[config.mk]
export PLATFORM = sky130hd
export DESIGN_NAME = ysyx_23060203_flush_ctrl
export DESIGN_NICKNAME = d
export VERILOG_FILES = /design/src/rtl/ysyx_23060203_flush_ctrl.sv
export SDC_FILE = /design/constraint.sdc
export NUM_CORES = 1
export LEC_CHECK = 0
export ABC_AREA = 1
export CAP_MARGIN = 20
export CORE_MARGIN = 2
export CORE_UTILIZATION = 40
export CTS_BUF_LIST = sky130_fd_sc_hd__clkbuf_8
export CTS_CLUSTER_SIZE = 28
export DETAILED_ROUTE_END_ITERATION = 12
export HOLD_SLACK_MARGIN = 0.02
export PLACE_DENSITY = 0.72
export SETUP_SLACK_MARGIN = 0.05
export SLEW_MARGIN = 30
export SYNTH_ARGS = -nofsm -noshare
export SYNTH_HDL_FRONTEND = slang
export SYNTH_SLANG_ARGS = --single-unit
export TNS_END_PERCENT = 5
[constraint.sdc]
create_clock -name clock -period 1.8 [get_ports clock]
set_clock_uncertainty 0.1 [all_clocks]
set_input_delay 0.36 -clock clock [delete_from_list [all_inputs] [get_ports clock]]
set_output_delay 0.36 -clock clock [all_outputs]
set_load 0.05 [all_outputs]
[src/rtl/ysyx_23060203_flush_ctrl.sv]
// Writeback flush sequencer: drain bus traffic, invalidate icache/TLB, then redirect the IFU.
// Optional perf counters under `ifdef YSYX_23060203_FLUSH_PERF_EN.
//   state    | meaning
//   IDLE     | waiting for a flush request from WBU
//   DRAIN    | frontend killed, waiting for IFU/LSU bus traffic to finish
//   FLUSH    | icache/TLB invalidate handshakes in flight (shared timeout)
//   REDIRECT | offering redirect_pc to the IFU
module ysyx_23060203_flush_ctrl #(
  parameter int ACK_TIMEOUT = 256
) (
  input  logic        clock,
  input  logic        reset,
  input  logic        req_valid,
  input  logic [31:0] req_dnpc,
  input  logic        req_icache,
  input  logic        req_tlb,
  output logic        busy,
  output logic        pipe_kill,
  input  logic        ifu_idle,
  input  logic        lsu_idle,
  output logic        icache_flush_req,
  input  logic        icache_flush_ack,
  output logic        tlb_flush_req,
  input  logic        tlb_flush_ack,
  output logic        redirect_valid,
  output logic [31:0] redirect_pc,
  input  logic        redirect_ready,
  output logic        flush_err
`ifdef YSYX_23060203_FLUSH_PERF_EN
  ,
  output logic [31:0] perf_flush_cnt,
  output logic [31:0] perf_stall_cnt
`endif
);

  typedef enum logic [1:0] {S_IDLE, S_DRAIN, S_FLUSH, S_REDIRECT} state_e;

  localparam logic [15:0] CNT_LAST = 16'(ACK_TIMEOUT - 1);

  state_e      state_q, state_d;
  logic [31:0] pc_q, pc_d;
  logic        icache_q, icache_d;
  logic        tlb_q, tlb_d;
  logic        icache_done_q, icache_done_d;
  logic        tlb_done_q, tlb_done_d;
  logic [15:0] cnt_q, cnt_d;
  logic        err_q, err_d;
  logic        icache_done_nxt, tlb_done_nxt;

  always_ff @(posedge clock or posedge reset) begin
    if (reset) begin
      state_q       <= S_IDLE;
      pc_q          <= '0;
      icache_q      <= 1'b0;
      tlb_q         <= 1'b0;
      icache_done_q <= 1'b0;
      tlb_done_q    <= 1'b0;
      cnt_q         <= '0;
      err_q         <= 1'b0;
    end else begin
      state_q       <= state_d;
      pc_q          <= pc_d;
      icache_q      <= icache_d;
      tlb_q         <= tlb_d;
      icache_done_q <= icache_done_d;
      tlb_done_q    <= tlb_done_d;
      cnt_q         <= cnt_d;
      err_q         <= err_d;
    end
  end

  assign busy             = (state_q != S_IDLE);
  assign pipe_kill        = (state_q == S_DRAIN) || (state_q == S_FLUSH);
  assign icache_flush_req = (state_q == S_FLUSH) && icache_q && !icache_done_q;
  assign tlb_flush_req    = (state_q == S_FLUSH) && tlb_q && !tlb_done_q;
  assign redirect_valid   = (state_q == S_REDIRECT);
  assign redirect_pc      = pc_q;
  assign flush_err        = err_q;

  // An ack only counts while its own request is being driven.
  assign icache_done_nxt = icache_done_q || (icache_flush_req && icache_flush_ack);
  assign tlb_done_nxt    = tlb_done_q || (tlb_flush_req && tlb_flush_ack);

  always_comb begin
    state_d       = state_q;
    pc_d          = pc_q;
    icache_d      = icache_q;
    tlb_d         = tlb_q;
    icache_done_d = icache_done_q;
    tlb_done_d    = tlb_done_q;
    cnt_d         = cnt_q;
    err_d         = err_q;
    case (state_q)
      S_IDLE: begin
        if (req_valid) begin
          pc_d          = req_dnpc;
          icache_d      = req_icache;
          tlb_d         = req_tlb;
          icache_done_d = 1'b0;
          tlb_done_d    = 1'b0;
          state_d       = S_DRAIN;
        end
      end
      S_DRAIN: begin
        if (ifu_idle && lsu_idle) begin
          cnt_d   = '0;
          state_d = (icache_q || tlb_q) ? S_FLUSH : S_REDIRECT;
        end
      end
      S_FLUSH: begin
        icache_done_d = icache_done_nxt;
        tlb_done_d    = tlb_done_nxt;
        cnt_d         = cnt_q + 16'd1;
        // A final ack landing on the timeout cycle still counts as success.
        if ((!icache_q || icache_done_nxt) && (!tlb_q || tlb_done_nxt)) begin
          state_d = S_REDIRECT;
        end else if (cnt_q == CNT_LAST) begin
          err_d   = 1'b1;
          state_d = S_REDIRECT;
        end
      end
      S_REDIRECT: begin
        if (redirect_ready) begin
          icache_d      = 1'b0;
          tlb_d         = 1'b0;
          icache_done_d = 1'b0;
          tlb_done_d    = 1'b0;
          cnt_d         = '0;
          state_d       = S_IDLE;
        end
      end
      default: state_d = S_IDLE;
    endcase
  end

`ifdef YSYX_23060203_FLUSH_PERF_EN
  logic [31:0] perf_flush_q, perf_flush_d;
  logic [31:0] perf_stall_q, perf_stall_d;

  always_comb begin
    perf_flush_d = perf_flush_q;
    perf_stall_d = perf_stall_q;
    if (redirect_valid && redirect_ready) perf_flush_d = perf_flush_q + 32'd1;
    if (busy) perf_stall_d = perf_stall_q + 32'd1;
  end

  always_ff @(posedge clock or posedge reset) begin
    if (reset) begin
      perf_flush_q <= '0;
      perf_stall_q <= '0;
    end else begin
      perf_flush_q <= perf_flush_d;
      perf_stall_q <= perf_stall_d;
    end
  end

  assign perf_flush_cnt = perf_flush_q;
  assign perf_stall_cnt = perf_stall_q;
`endif

`ifndef SYNTHESIS
  always_ff @(posedge clock) begin
    if (!reset && busy && req_valid)
      $error("flush_ctrl: req_valid asserted while busy; request dropped");
  end
`endif

endmodule

==> flow_metrics.py <==
metrics = {
    "layout": {
        "final_util_pct": 57.6,
        "num_antenna_cells": 0,
        "final_cells": 453,
        "seq_area_um2": 1380,
        "syn_to_final_growth_pct": 41.1,
        "multi_input_area_um2": 1260,
        "drive_gt1_share_pct": 34.0,
        "fillCellCount": 571,
        "fin_nets": 420,
        "final_cell_area_um2": 3870,
    },
    "cts": {
        "cts_tree": "yes",
        "clk_latency_ps": 310,
        "numCtsBuffers": 5,
        "clk_pin_slew_ps": 100,
        "cts.path.max_buffers": 2,
        "cts_hold_buf": 0,
        "h-tree-depth": 2,
        "clockRootBuffer": "clkbuf_8",
        "clock-sinks": 55,
    },
    "setup_path": {
        "cp-end-kind": "primary output",
        "crit_end": "redirect_valid",
        "arrival_ps": 1390,
        "critPathMaxFanout": 5,
        "r2r-end": "cnt_q[15]",
        "critPathLaunch": "state_q[0]",
        "reg2reg_slack_ps": 60,
        "start_kind": "flip-flop",
        "r2r_cells": 9,
        "required_ps": 1340,
        "crit_type": "reg2out",
        "worst_r2r_startpoint": "state_q[0]",
    },
    "routing": {
        "dr.pass1.iters": 4,
        "wirelength_um": 6350,
        "num_vias": 2303,
        "drc": 0,
        "vias_per_cell": 5.08,
        "drt_iter0_drc": 150,
        "drtAntennaViolNets": 0,
        "avgRoutedWirePerCell_um": 14.0,
    },
    "synth": {
        "synth_cell_types": 31,
        "synth-warning-count": 0,
        "synth_edf_count": 0,
        "yosysSeqAreaShare_pct": 50.2,
        "syn_area_per_cell_um2": 9.80,
        "syn-instance-count": 280,
        "yosysMostFrequentCell": "dfrtp_1",
        "async_reset_ff_share_pct": 100,
        "synth_nets": 328,
        "yosys.area.top_type": "dfrtp_1",
        "ys_dominant_reg_cell": "dfrtp_1",
        "synth_top_area_share_pct": 50.2,
        "synth-seq-cells": 55,
        "yosys-top-cells-area": "dfrtp_1 50%, mux2_2 13%, nand2_1 7.0%",
        "syn-cell-area_um2": 2740,
        "ys_top_cells_by_count": "55 x dfrtp_1, 51 x nand2_1, 32 x inv_1, 32 x mux2_2, 23 x nor2_1",
    },
    "floorplanning": {
        "die_x_um": 86.8,
        "die_y_um": 86.8,
        "core_um2": 6720,
        "die_area_um2": 7540,
        "initial_core_util_pct": 40.8,
        "io_pins": 80,
        "std_cell_rows": 30,
    },
    "place": {
        "dp_hpwl_um": 4700,
        "dp.cells": 440,
        "placed_area_um2": 3670,
        "place_congestion": 0.854,
        "pre_cts_ws_ps": -41.1,
        "port_buffers": 79,
    },
    "timing": {
        "timing.fmax_mhz": 542,
        "period_share_pct": 103,
        "hold_violations": 0,
        "whs_ps": 273,
        "rsz0062_at_grt": "yes",
        "setup_viol": 4,
        "slew_headroom_pct": 75.0,
        "fin_ws_ps": -45.3,
        "report.final.slew_viol_count": 0,
        "layout_min_cycle_time_ps": 1850,
        "worst_slew_pin_slew_ps": 373,
    },
    "pwr": {
        "p_leak_uw": 0.00176,
        "powerDensity_nw_per_um2": 1810,
        "vdd_drop_max_mv": 1.34,
    },
    "grt": {
        "antenna_found_initial": 0,
        "grt_util_all_layers_pct": 18.0,
        "grt_overflow": 0,
        "grt_max_degree": 33,
        "grt_pass1_wl_um": 10700,
        "grt_pass1_vias": 2376,
    },
    "flow_run": {
        "drv_cap": 0,
    },
    "status": {
        "outcome": "finished, violations left",
        "violations": "setup timing",
    },
    "worst_hold_path": {
        "min_path_type": "in2async",
    },
}
cells by family after synthesis:
kind of cell / count (synthesis) / share of synthesized area [%]
compound gates: 21 / 5.34
xor+xnor: 2 / 0.639
fa+ha+maj: 6 / 2.74
buf+inv: 40 / 6.16
flops: 55 / 50.2
mux: 32 / 13.1
simple gates: 124 / 21.8
worst min path at each step:
stage | startpoint | endpoint | slack (ps) | depth (start not counted)
3_3_place_gp | flush_err | flush_err | 390 | 1
5_1_grt | reset | redirect_pc[10] | 290 | 2
2_1_floorplan | reset | cnt_q[0] | 330 | 1
6_report | reset | redirect_pc[21] | 270 | 2
3_5_place_dp | redirect_pc[28] | redirect_pc[28] | 390 | 1
4_1_cts | reset | redirect_pc[10] | 270 | 2
through the flow:
stage | power (uW) | TNS, ps
floorplan | 4710 | 0
global placement | 5980 | 0
detailed placement | 6060 | -41.1
CTS | 6910 | -57.5
global route | 7390 | -442
finish | 7020 | -107
cells in the final DEF, fill, tap and decap left out, drive strengths merged:
master and instances:
dfrtp 55, nand3 22, o211ai 1, clkbuf 5, clkinvlp 3, o21ai 10, o21bai 2, nor3 2
mux2 32, o31ai 1, a31o 1, clkdlybuf4s50 41, ha 6, clkinv 1, nor2 30, nand2 59
buf 50, xor2 2, nand4 11, a21oi 6, inv 33
state kept, by name, summed over array words and instances (netlist names):
register / count
cnt_q: 16
flush_err: 1
icache_done_q: 1
icache_q: 1
redirect_pc: 32
state_q: 2
tlb_done_q: 1
tlb_q: 1
worst max-delay path, stage by stage (launching register included):
cell     delay (ps)
dfrtp_1         430
buf_4           180
ha_2            190
buf_4           140
buf_12          140
layer usage:
metal | track usage (%) | vias to the layer above | share of wire, %
li1 | - | 1099 | -
met1 | 22.1 | 1111 | 41
met2 | 29.4 | 88 | 49
met3 | 6.76 | 5 | 9.1
met4 | 5.82 | 0 | 0.95
met5 | 0 | - | 0
layout make-up:
cell class / count / share of cell area [%]
Sequential cell: 55 / 35.6
Multi-Input combinational cell: 185 / 32.6
Timing Repair Buffer: 91 / 23.3
Inverter: 34 / 3.68
Tap cell: 80 / 2.59
Clock buffer: 5 / 1.78
Clock inverter: 3 / 0.420
timing repair:
| action | CTS | global route |
|---|---|---|
| buffers inserted | 2 | 3 |
| pin swaps | 2 | 4 |
| gates resized for setup | 11 | 8 |
| endpoints found under the setup margin | 8 | 25 |
power by group:
| part | switching, uW | internal [uW] | total, uW | leakage, uW |
|---|---|---|---|---|
| clock network | 411 | 268 | 679 | 0.0000453 |
| registers | 280 | 1680 | 1960 | 0.000689 |
| logic | 2700 | 1670 | 4380 | 0.00103 |
| total | 3400 | 3620 | 7020 | 0.00176 |
Power figures use the tool's default switching activity.
